[config.mk]
export PLATFORM = sky130hd
export DESIGN_NAME = spi_receiver
export DESIGN_NICKNAME = d
export VERILOG_FILES = /design/src/rtl/spi_receiver.sv
export SDC_FILE = /design/constraint.sdc
export NUM_CORES = 1
export LEC_CHECK = 0
export CAP_MARGIN = 20
export CORE_UTILIZATION = 45
export CTS_CLUSTER_SIZE = 12
export DETAILED_ROUTE_END_ITERATION = 6
export DONT_BUFFER_PORTS = 1
export GPL_ROUTABILITY_DRIVEN = 1
export HOLD_SLACK_MARGIN = 0.03
export PLACE_DENSITY_LB_ADDON = 0.12
export SLEW_MARGIN = 10
export SYNTH_ARGS = -nofsm -noshare
export SYNTH_HDL_FRONTEND = slang
export SYNTH_SLANG_ARGS = --single-unit
[constraint.sdc]
create_clock -name clk -period 2.81 [get_ports clk]
set_clock_uncertainty 0.2 [all_clocks]
set_input_delay 0.562 -clock clk [delete_from_list [all_inputs] [get_ports clk]]
set_output_delay 0.562 -clock clk [all_outputs]
set_load 0.03 [all_outputs]
[src/rtl/spi_receiver.sv]
// +----------------------------------------------------------------------------+
// | Module      : spi_receiver                                                 |
// | Description : SPI mode-0 peripheral receiver. Oversamples SCLK/SS/MOSI in  |
// |               the clk domain, assembles MSB-first bytes and buffers them   |
// |               in a first-word fall-through FIFO popped by the CPU.         |
// |               Optional echo of the previous byte on MISO when the macro    |
// |               SPI_RX_ECHO_EN is defined; otherwise MISO is tied low.       |
// | Revision    : 1.0 - initial release                                        |
// +----------------------------------------------------------------------------+
`timescale 1ns/1ps
`default_nettype none

module spi_receiver #(
  parameter int BUFFER_SIZE = 64,
  parameter int SYNC_STAGES = 2
) (
  input  logic                           clk,
  input  logic                           rst_n,
  input  logic                           spi_clk,
  input  logic                           ss,
  input  logic                           mosi,
  output logic                           miso,
  input  logic                           read,
  output logic [7:0]                     value,
  output logic                           empty,
  output logic                           full,
  output logic [$clog2(BUFFER_SIZE):0]   count,
  output logic                           overrun,
  input  logic                           clear_ovr
);

  localparam int c_AW = $clog2(BUFFER_SIZE);
  localparam int c_PW = c_AW + 1;

  typedef enum logic [0:0] {
    ST_IDLE  = 1'b0,
    ST_SHIFT = 1'b1
  } state_t;

  // Synchroniser chains, edge-detect history and receiver state
  logic [SYNC_STAGES-1:0] r_sclk_sync;
  logic [SYNC_STAGES-1:0] r_ss_sync;
  logic [SYNC_STAGES-1:0] r_mosi_sync;
  logic [SYNC_STAGES-1:0] r_fill;
  logic                   r_sclk_hist;
  logic                   r_ss_hist;
  logic                   r_ss_armed;
  state_t                 r_state;
  state_t                 w_state_nxt;
  logic [2:0]             r_bit_cnt;
  logic [7:0]             r_shreg;

  // FIFO state
  logic [7:0]             r_mem [BUFFER_SIZE];
  logic [c_PW-1:0]        r_wr;
  logic [c_PW-1:0]        r_rd;
  logic                   r_empty;
  logic                   r_full;
  logic [c_PW-1:0]        r_count;
  logic                   r_overrun;

  logic                   w_sclk_s;
  logic                   w_ss_s;
  logic                   w_mosi_s;
  logic                   w_sclk_rise;
  logic                   w_ss_fall;
  logic                   w_ss_rise;
  logic                   w_start;
  logic                   w_push;
  logic [7:0]             w_byte;
  logic                   w_pop;
  logic                   w_wr_en;
  logic                   w_ovr_set;
  logic [c_PW-1:0]        w_wr_nxt;
  logic [c_PW-1:0]        w_rd_nxt;

  assign w_sclk_s    = r_sclk_sync[SYNC_STAGES-1];
  assign w_ss_s      = r_ss_sync[SYNC_STAGES-1];
  assign w_mosi_s    = r_mosi_sync[SYNC_STAGES-1];
  assign w_sclk_rise = w_sclk_s & ~r_sclk_hist;
  assign w_ss_fall   = ~w_ss_s & r_ss_hist;
  assign w_ss_rise   = w_ss_s & ~r_ss_hist;
  // A frame may only start once SS has been genuinely seen high after reset,
  // so a select already low at reset release is ignored until it cycles.
  assign w_start     = (r_state == ST_IDLE) & w_ss_fall & r_ss_armed;
  assign w_byte      = {r_shreg[6:0], w_mosi_s};

  // Oversample the SPI pins and arm the receiver after a real SS-high sample
  always_ff @(posedge clk or negedge rst_n) begin
    if (!rst_n) begin
      r_sclk_sync <= '0;
      r_ss_sync   <= '1;
      r_mosi_sync <= '0;
      r_sclk_hist <= 1'b0;
      r_ss_hist   <= 1'b1;
      r_fill      <= '0;
      r_ss_armed  <= 1'b0;
    end else begin
      r_sclk_sync <= {r_sclk_sync[SYNC_STAGES-2:0], spi_clk};
      r_ss_sync   <= {r_ss_sync[SYNC_STAGES-2:0], ss};
      r_mosi_sync <= {r_mosi_sync[SYNC_STAGES-2:0], mosi};
      r_sclk_hist <= w_sclk_s;
      r_ss_hist   <= w_ss_s;
      r_fill      <= {r_fill[SYNC_STAGES-2:0], 1'b1};
      r_ss_armed  <= r_ss_armed | (r_fill[SYNC_STAGES-1] & w_ss_s);
    end
  end

  // Receive FSM state register
  always_ff @(posedge clk or negedge rst_n) begin
    if (!rst_n) begin
      r_state <= ST_IDLE;
    end else begin
      r_state <= w_state_nxt;
    end
  end

  // Receive FSM next state and byte-complete strobe; SS rise beats a final bit
  always_comb begin
    w_state_nxt = r_state;
    w_push      = 1'b0;
    case (r_state)
      ST_IDLE: begin
        if (w_start) begin
          w_state_nxt = ST_SHIFT;
        end
      end
      ST_SHIFT: begin
        if (w_ss_rise) begin
          w_state_nxt = ST_IDLE;
        end else if (w_sclk_rise && (r_bit_cnt == 3'd7)) begin
          w_push = 1'b1;
        end
      end
      default: w_state_nxt = ST_IDLE;
    endcase
  end

  // Shift register and bit counter; the 3-bit counter wraps after bit 8
  always_ff @(posedge clk or negedge rst_n) begin
    if (!rst_n) begin
      r_bit_cnt <= 3'd0;
      r_shreg   <= 8'h00;
    end else if (w_start) begin
      r_bit_cnt <= 3'd0;
    end else if ((r_state == ST_SHIFT) && !w_ss_rise && w_sclk_rise) begin
      r_shreg   <= w_byte;
      r_bit_cnt <= r_bit_cnt + 3'd1;
    end
  end

  // A pop only counts when data is present; a push into a full FIFO is
  // accepted only if a pop frees the slot in the same cycle.
  assign w_pop     = read & ~r_empty;
  assign w_wr_en   = w_push & (~r_full | w_pop);
  assign w_ovr_set = w_push & r_full & ~w_pop;
  assign w_wr_nxt  = r_wr + {{c_AW{1'b0}}, w_wr_en};
  assign w_rd_nxt  = r_rd + {{c_AW{1'b0}}, w_pop};

  // FIFO storage, not reset
  always_ff @(posedge clk) begin
    if (w_wr_en) begin
      r_mem[r_wr[c_AW-1:0]] <= w_byte;
    end
  end

  // Pointers and flags registered from next-state pointers; overrun set wins
  always_ff @(posedge clk or negedge rst_n) begin
    if (!rst_n) begin
      r_wr      <= '0;
      r_rd      <= '0;
      r_empty   <= 1'b1;
      r_full    <= 1'b0;
      r_count   <= '0;
      r_overrun <= 1'b0;
    end else begin
      r_wr    <= w_wr_nxt;
      r_rd    <= w_rd_nxt;
      r_empty <= (w_wr_nxt == w_rd_nxt);
      r_full  <= (w_wr_nxt[c_AW-1:0] == w_rd_nxt[c_AW-1:0]) &&
                 (w_wr_nxt[c_AW] != w_rd_nxt[c_AW]);
      r_count <= w_wr_nxt - w_rd_nxt;
      if (w_ovr_set) begin
        r_overrun <= 1'b1;
      end else if (clear_ovr) begin
        r_overrun <= 1'b0;
      end
    end
  end

  assign value   = r_empty ? 8'h00 : r_mem[r_rd[c_AW-1:0]];
  assign empty   = r_empty;
  assign full    = r_full;
  assign count   = r_count;
  assign overrun = r_overrun;

`ifdef SPI_RX_ECHO_EN
  logic       w_sclk_fall;
  logic [7:0] r_last;
  logic [7:0] r_tx;
  logic       r_miso;

  assign w_sclk_fall = ~w_sclk_s & r_sclk_hist;

  // Echo the previous completed byte MSB first; a fresh byte is loaded whole
  // so the following falling edge presents its bit 7.
  always_ff @(posedge clk or negedge rst_n) begin
    if (!rst_n) begin
      r_last <= 8'h00;
      r_tx   <= 8'h00;
      r_miso <= 1'b0;
    end else begin
      if (w_push) begin
        r_last <= w_byte;
      end
      if (r_state == ST_IDLE) begin
        if (w_start) begin
          r_miso <= r_last[7];
          r_tx   <= {r_last[6:0], 1'b0};
        end else begin
          r_miso <= 1'b0;
        end
      end else if (w_ss_rise) begin
        r_miso <= 1'b0;
      end else if (w_push) begin
        r_tx <= w_byte;
      end else if (w_sclk_fall) begin
        r_miso <= r_tx[7];
        r_tx   <= {r_tx[6:0], 1'b0};
      end
    end
  end

  assign miso = r_miso;
`else
  assign miso = 1'b0;
`endif

endmodule

`default_nettype wire

==> results of run 1 <==
metal layers:
| layer | share of wire (%) | GRT usage (%) |
|---|---|---|
| met1 | 45 | 30.4 |
| met2 | 47 | 34.1 |
| met3 | 5.4 | 3.82 |
| met4 | 2.8 | 6.59 |
| met5 | 0 | 0 |
power groups by stage:
stage | combinational [mW] | sequential (mW) | clock [mW]
after floorplan | 4.75 | 10.5 | 0
after global placement | 8.84 | 10.6 | 0
after detailed placement | 8.83 | 10.6 | 0
after CTS | 10.2 | 10.4 | 7.03
after global routing | 11.1 | 10.4 | 7.29
final | 10.5 | 10.4 | 6.84
cells in the mapped netlist (all sizes together):
| library cell | number | area (sq um) |
|---|---|---|
| edfxtp | 512 | 15400 |
| mux4 | 124 | 2850 |
| nor2 | 92 | 345 |
| nand2 | 47 | 176 |
| dfrtp | 42 | 1050 |
| mux2i | 34 | 340 |
| buf | 32 | 255 |
| clkbuf | 20 | 88.8 |
| inv | 20 | 75.1 |
| a211oi | 17 | 128 |
| a21oi | 15 | 75.1 |
| nor2b | 13 | 81.3 |
| ha | 12 | 150 |
| xnor2 | 12 | 105 |
| o21ai | 10 | 50.1 |
| a22o | 8 | 70.1 |
| nand3 | 8 | 40.0 |
| o221ai | 8 | 70.1 |
| o32a | 7 | 70.1 |
| xor2 | 7 | 61.3 |
| o32ai | 6 | 52.6 |
| o22ai | 5 | 31.3 |
| dfstp | 4 | 105 |
| nand3b | 4 | 30.0 |
| nor3 | 4 | 20.0 |
| a21o | 3 | 22.5 |
| and2 | 3 | 18.8 |
| mux2 | 3 | 33.8 |
| nand2b | 3 | 18.8 |
| or3 | 3 | 18.8 |
| and4 | 2 | 17.5 |
| conb | 2 | 7.51 |
| nand4 | 2 | 12.5 |
| o21bai | 2 | 15.0 |
| or2 | 2 | 12.5 |
| a21boi | 1 | 7.51 |
| a311o | 1 | 10.0 |
| a31oi | 1 | 6.26 |
| and3 | 1 | 6.26 |
| fa | 1 | 20.0 |
| o2111a | 1 | 11.3 |
flip-flops by register name (all words and copies together), names as in the netlist:
name         count
r_mosi_sync      2
r_fill           2
r_shreg          7
r_wr             7
r_state          1
r_bit_cnt        3
r_mem          512
r_ss_sync        2
count            7
r_sclk_sync      2
r_ss_armed       1
full             1
empty            1
r_sclk_hist      1
r_ss_hist        1
overrun          1
r_rd             7
timing repair:
| item | 4_1_cts | 5_1_grt |
|---|---|---|
| gates cloned | 3 | 0 |
| resized for setup | 90 | 47 |
| endpoints found under the setup margin | 11 | 246 |
| pin swaps | 23 | 14 |
| endpoints found under the hold margin | 50 | 0 |
| hold buffers | 6 | 0 |
| buffers inserted | 22 | 7 |
stage by stage:
| step | setup slack [ns] | hold WS, ns | TNS, ns | power (mW) | utilization (%) |
|---|---|---|---|---|---|
| 5_1_grt | -0.971 | 0.151 | -8.25 | 28.8 | 56.4 |
| 4_1_cts | -0.947 | 0.149 | -7.55 | 27.6 | 56.0 |
| 3_3_place_gp | -0.517 | 0.0675 | -3.67 | 19.4 | 50.9 |
| 2_1_floorplan | 0.0512 | 0.0664 | 0 | 15.2 | - |
| 3_5_place_dp | -0.540 | 0.0673 | -3.92 | 19.4 | 50.9 |
| 6_report | -0.933 | 0.148 | -7.23 | 27.7 | 56.4 |
logic make-up (layout without fill, tap and decap cells):
group / Yosys count / count (layout) / share of synthesized area, %
buffers and inverters: 72 / 364 / 1.91
adder cells (fa/ha/maj): 13 / 13 / 0.776
XOR/XNOR: 19 / 19 / 0.759
AO/OA/AOI/OAI: 85 / 85 / 2.82
AND/OR/NAND/NOR: 184 / 184 / 3.64
other: 2 / 2 / 0.0342
flip-flops: 558 / 558 / 75.4
multiplexers: 161 / 161 / 14.7
worst register-to-register path, stage by stage (launching register included):
cell,delay (ns)
dfstp_2,0.59
buf_6,0.14
buf_6,0.11
nor2b_4,0.04
nand2b_4,0.14
and3_4,0.17
ha_4,0.23
inv_4,0.05
ha_4,0.12
inv_2,0.04
fa_2,0.34
a21o_1,0.20
a21oi_2,0.15
o21bai_1,0.08
a21oi_1,0.17
xnor2_1,0.10
worst min path at each step:
| stage | from | to | slack, ns |
|---|---|---|---|
| floorplan | rst_n | count[0] | 0.07 |
| global placement | rst_n | r_mosi_sync[0] | 0.07 |
| detailed placement | rst_n | count[6] | 0.07 |
| CTS | r_mosi_sync[0] | r_mosi_sync[1] | 0.15 |
| global route | r_mosi_sync[0] | r_mosi_sync[1] | 0.15 |
| finish | r_mosi_sync[0] | r_mosi_sync[1] | 0.15 |
cell usage in the layout (no fill, tap or decap), types with 7 or more instances in the layout:
cell type | synthesis | routed
a211oi_2 | 0 | 9
a21oi_2 | 0 | 9
a22o_1 | 8 | 7
buf_12 | 3 | 34
buf_4 | 12 | 186
buf_6 | 4 | 18
clkbuf_1 | 18 | 15
clkbuf_16 | 0 | 57
clkinv_1 | 0 | 11
clkinv_2 | 0 | 8
dfrtp_1 | 42 | 31
dfrtp_2 | 0 | 9
edfxtp_1 | 512 | 512
ha_4 | 0 | 8
inv_1 | 19 | 15
mux2i_1 | 34 | 24
mux4_1 | 14 | 10
mux4_2 | 110 | 114
nand2_1 | 47 | 46
nand3_1 | 8 | 7
nor2_1 | 92 | 83
nor2_2 | 0 | 8
nor2b_1 | 13 | 7
xnor2_1 | 12 | 8
final cells by class:
class                   instances  area [sq um]
clock inverters                23           149
multi-input cells             464          5540
clock buffers                  73          1500
fillers                      3632         20900
inverters                      20          77.6
flip-flops and latches        558         16500
repair buffers                248          2470
well taps                     615           769
==> results.json, run 1 <==
{
  "core_area_sq_um": 47900,
  "power.density_nw_per_um2": 1020,
  "cts.clk_slew.worst_paths_ns": 0.06,
  "r2r_setup_slack_ns": -0.16,
  "p_seq_share_pct": 37.5,
  "clk_latency_ns": 0.61,
  "ys_seq_area_share_pct": 75.4,
  "vias": 11200,
  "yosys_warnings": 0,
  "slowest_delay_ns": 0.51,
  "area_delta_synth_final_pct": 23.3,
  "initial_core_util_pct": 45.7,
  "r2r_cells": 15,
  "violations": "setup timing",
  "routedWlPerCell_um": 25.8,
  "cp_cell_sequence": "buf_12 > buf_12 > buf_4 > mux4_2 > mux2i_1 > o21ai_2 > o32a_1 > buf_6",
  "worst_slew_pin_slew_ns": 0.811,
  "grtUsageTotal_pct": 21.4,
  "cts_sinks": 558,
  "ios": 26,
  "design_area_sq_um": 27000,
  "dp_hpwl_um": 33300,
  "fp-row-count": 80,
  "fp.dieArea_sq_um": 49600,
  "swShare_pct": 31.7,
  "placed_cells": 1872,
  "totalWireLength_um": 51700,
  "gp_congestion": 0.782,
  "syn_nets": 1114,
  "tritoncts": "done",
  "status": "finished with violations",
  "vias_per_cell": 5.62,
  "fin_crit_ns": 3.74,
  "setup_viol": 9,
  "dieWidth_um": 223,
  "grt_max_degree": 62,
  "leakage_nw": 9.29,
  "drtIter0Drc": 927,
  "slew_headroom_pct": 46.0,
  "drcViolationCount": 0,
  "worst_path_most_repeated_cell": "buf_12",
  "power_frac_clock_pct": 24.7,
  "maxCapViolations": 0,
  "hold_violations": 0,
  "critical_path.max_fanout": 6,
  "rsz0062_at_grt": "yes",
  "crit_slowest_cell": "mux4_2",
  "die_h_um": 223,
  "hp-class": "reg2reg",
  "cp_num_cells": 8,
  "peakVddDrop_v": 0.000743,
  "min_path_cells": 0,
  "num-nets-final": 1369,
  "synth_cells": 1094,
  "critPathArrivalTime_ns": 2.98,
  "startpoint": "r_rd[0]",
  "grt_first_pass_wirelength_um": 77000,
  "crit_buf_inv": 4,
  "fin_ws_ns": -0.933,
  "drtPass1Iterations": 5,
  "cts_buffers": 57,
  "comb_power_share_pct": 37.8,
  "syn_area_per_cell_sq_um": 20.0,
  "antenna_left": 0,
  "root_buffer": "clkbuf_16",
  "path_class": "reg2out",
  "switchingPower_mw": 8.78,
  "drv_slew": 0,
  "antenna_cells": 0,
  "crit_path_end": "value[7]",
  "port_buffers": 0,
  "layout.cells.non_filler": 2001,
  "crit_required_ns": 2.05,
  "drive_above_1_share_pct": 38.3,
  "fin_crit_sh_pct": 133,
  "place_area_sq_um": 24400,
  "htree_levels": 2,
  "fmax_ghz": 0.267,
  "grt_pass1_vias": 11800,
  "syn_area_sq_um": 21900,
  "ys_ff_latch": 558,
  "cts_buffer_depth": 3,
  "critPathTopFamily": "multiplexers",
  "antenna_found_initial": 0,
  "grt-ovfl-total": 0,
  "rr_endpoint": "count[6]",
  "r2r_start": "empty",
  "p_int_mw": 18.9,
  "worstSetupStartpointType": "flop",
  "synth.distinct_cells": 49,
  "setup.worst_path.end_class": "primary output"
}
(Power assumes the default switching activity.)
==> run 2: changes to the inputs <==
--- a/config.mk
+++ b/config.mk
@@ -5,6 +5,7 @@
 export SDC_FILE = /design/constraint.sdc
 export NUM_CORES = 1
 export LEC_CHECK = 0
+export ABC_CLOCK_PERIOD_IN_PS = 4600
 export CAP_MARGIN = 20
 export CORE_UTILIZATION = 45
 export CTS_CLUSTER_SIZE = 12
==> constraint.sdc (replaced) <==
create_clock -name clk -period 4.6 [get_ports clk]
set_clock_uncertainty 0.2 [all_clocks]
set_input_delay 0.92 -clock clk [delete_from_list [all_inputs] [get_ports clk]]
set_output_delay 0.92 -clock clk [all_outputs]
set_load 0.03 [all_outputs]
==> results.json, run 2 (synthesized netlist as in run 1, its figures left out) <==
{
  "place_area_sq_um": 23100,
  "fin_crit_sh_pct": 95.4,
  "die_h_um": 223,
  "drtIter0Drc": 985,
  "layout_commonest_cell": "edfxtp_1",
  "largest_reg_flops": 512,
  "maxCapViolations": 0,
  "cts_buffers": 58,
  "grtUsageMet2_pct": 32.2,
  "num-nets-final": 1218,
  "drtPass1Iterations": 5,
  "rsz0062_at_grt": "no",
  "grt_first_pass_wirelength_um": 74400,
  "core_area_sq_um": 47900,
  "setup_viol": 0,
  "critPathArrivalTime_ns": 3.27,
  "status": "finished, final reports clean",
  "fin_crit_ns": 4.39,
  "use_met3_pct": 3.97,
  "fillCellCount": 3816,
  "clk_latency_ns": 0.61,
  "grt_max_degree": 67,
  "critical_path.max_fanout": 36,
  "ios": 26,
  "drcViolationCount": 0,
  "slew_headroom_pct": 40.4,
  "port_buffers": 0,
  "fmax_ghz": 0.228,
  "fin_ws_ns": 0.213,
  "vias": 10700,
  "drive_above_1_share_pct": 23.6,
  "htree_levels": 2,
  "cts.clk_slew.worst_paths_ns": 0.06,
  "dp_hpwl_um": 30900,
  "worst_slew_pin_slew_ns": 0.891,
  "peakVddDrop_v": 0.000373,
  "antenna_cells": 0,
  "grt_pass1_vias": 10800,
  "drv_slew": 0,
  "routedWlPerCell_um": 27.3,
  "fp-row-count": 80,
  "setup.worst_path.end_class": "primary output",
  "leakage_nw": 8.32,
  "layout_common_cells": "512 x edfxtp_1, 110 x mux4_2, 92 x nor2_1, 87 x buf_4, 59 x clkbuf_16",
  "initial_core_util_pct": 45.7,
  "antenna_left": 0,
  "cts_sinks": 558,
  "finalSetupTns_ns": 0,
  "path_class": "reg2out",
  "grt.busiest_layer": "met2",
  "fp.dieArea_sq_um": 49600,
  "hp-class": "in2reg",
  "cts_buffer_depth": 3,
  "grtUsageTotal_pct": 21.0,
  "gp_congestion": 0.786,
  "area_delta_synth_final_pct": 13.5,
  "worstSetupStartpointType": "flop",
  "grt-ovfl-total": 0,
  "totalWireLength_um": 50700,
  "root_buffer": "clkbuf_16",
  "power.density_nw_per_um2": 598,
  "dieWidth_um": 223,
  "hold_violations": 0,
  "tritoncts": "done",
  "vias_per_cell": 5.75,
  "crit_required_ns": 3.48,
  "antenna_found_initial": 2,
  "design_area_sq_um": 24900,
  "met1_usage_pct": 30.9,
  "place_ws_ns": 0.597
}
## run 2: layout make-up
| class | instances | area [sq um] | area share [%] |
|---|---|---|---|
| well taps | 615 | 769 | 3.09 |
| multi-input cells | 464 | 4980 | 20.0 |
| clock inverters | 24 | 133 | 0.533 |
| repair buffers | 96 | 831 | 3.34 |
| inverters | 20 | 75.1 | 0.302 |
| clock buffers | 80 | 1560 | 6.25 |
| flip-flops and latches | 558 | 16500 | 66.5 |
## run 2: worst paths after layout
check | startpoint | endpoint | slack, ns | cells after the start
setup / recovery | r_rd[0] | value[3] | 0.21 | 7
hold / removal | ss | r_ss_sync[0] | 0.11 | 0
setup reg to reg | r_ss_sync[1] | count[6] | 1.15 | 13
hold reg to reg | r_sclk_sync[0] | r_sclk_sync[1] | 0.15 | 0
max in group asynchronous | rst_n | r_ss_hist | 3.31 | 2
min in group asynchronous | rst_n | count[4] | 0.61 | 2
## run 2: worst max-delay path: stages, from the launching register on
cell	delay, ns
dfrtp_4	0.51
buf_12	0.30
mux4_1	0.67
mux2i_1	0.25
o221ai_1	0.16
a21oi_1	0.38
a21oi_1	0.15
buf_4	0.20
## run 2: where the power goes
group | internal, mW | total, mW | leakage [nW] | switching [mW]
Clock | 2.40 | 4.25 | 0.820 | 1.85
Sequential | 6.01 | 6.30 | 5.18 | 0.294
Combinational | 1.71 | 4.34 | 2.32 | 2.63
## run 2: metrics by stage
stage,hold slack [ns],power [mW],cells,util (%)
final,0.109,14.9,1857,51.9
after global routing,0.0887,15.5,1857,51.9
after CTS,0.0732,15.1,1856,51.9
after detailed placement,0.137,10.7,1745,48.2
after global placement,0.134,10.7,1745,48.2
after floorplan,0.131,9.31,1094,-
## run 2: repair_timing
item | 4_1_cts | 5_1_grt
hold buffers | 2 | 0
setup endpoints to repair | 1 | 0
endpoints found under the hold margin | 46 | 0
gates resized for setup | 0 | 0
setup buffers | 5 | 0
## run 2: layer usage
layer	up-vias	routed length, um	part of all wire, %
met5	-	26	0.051
met4	4	1060	2.1
met3	77	3140	6.2
met2	327	23800	47
met1	5643	22700	45
li1	4634	-	-
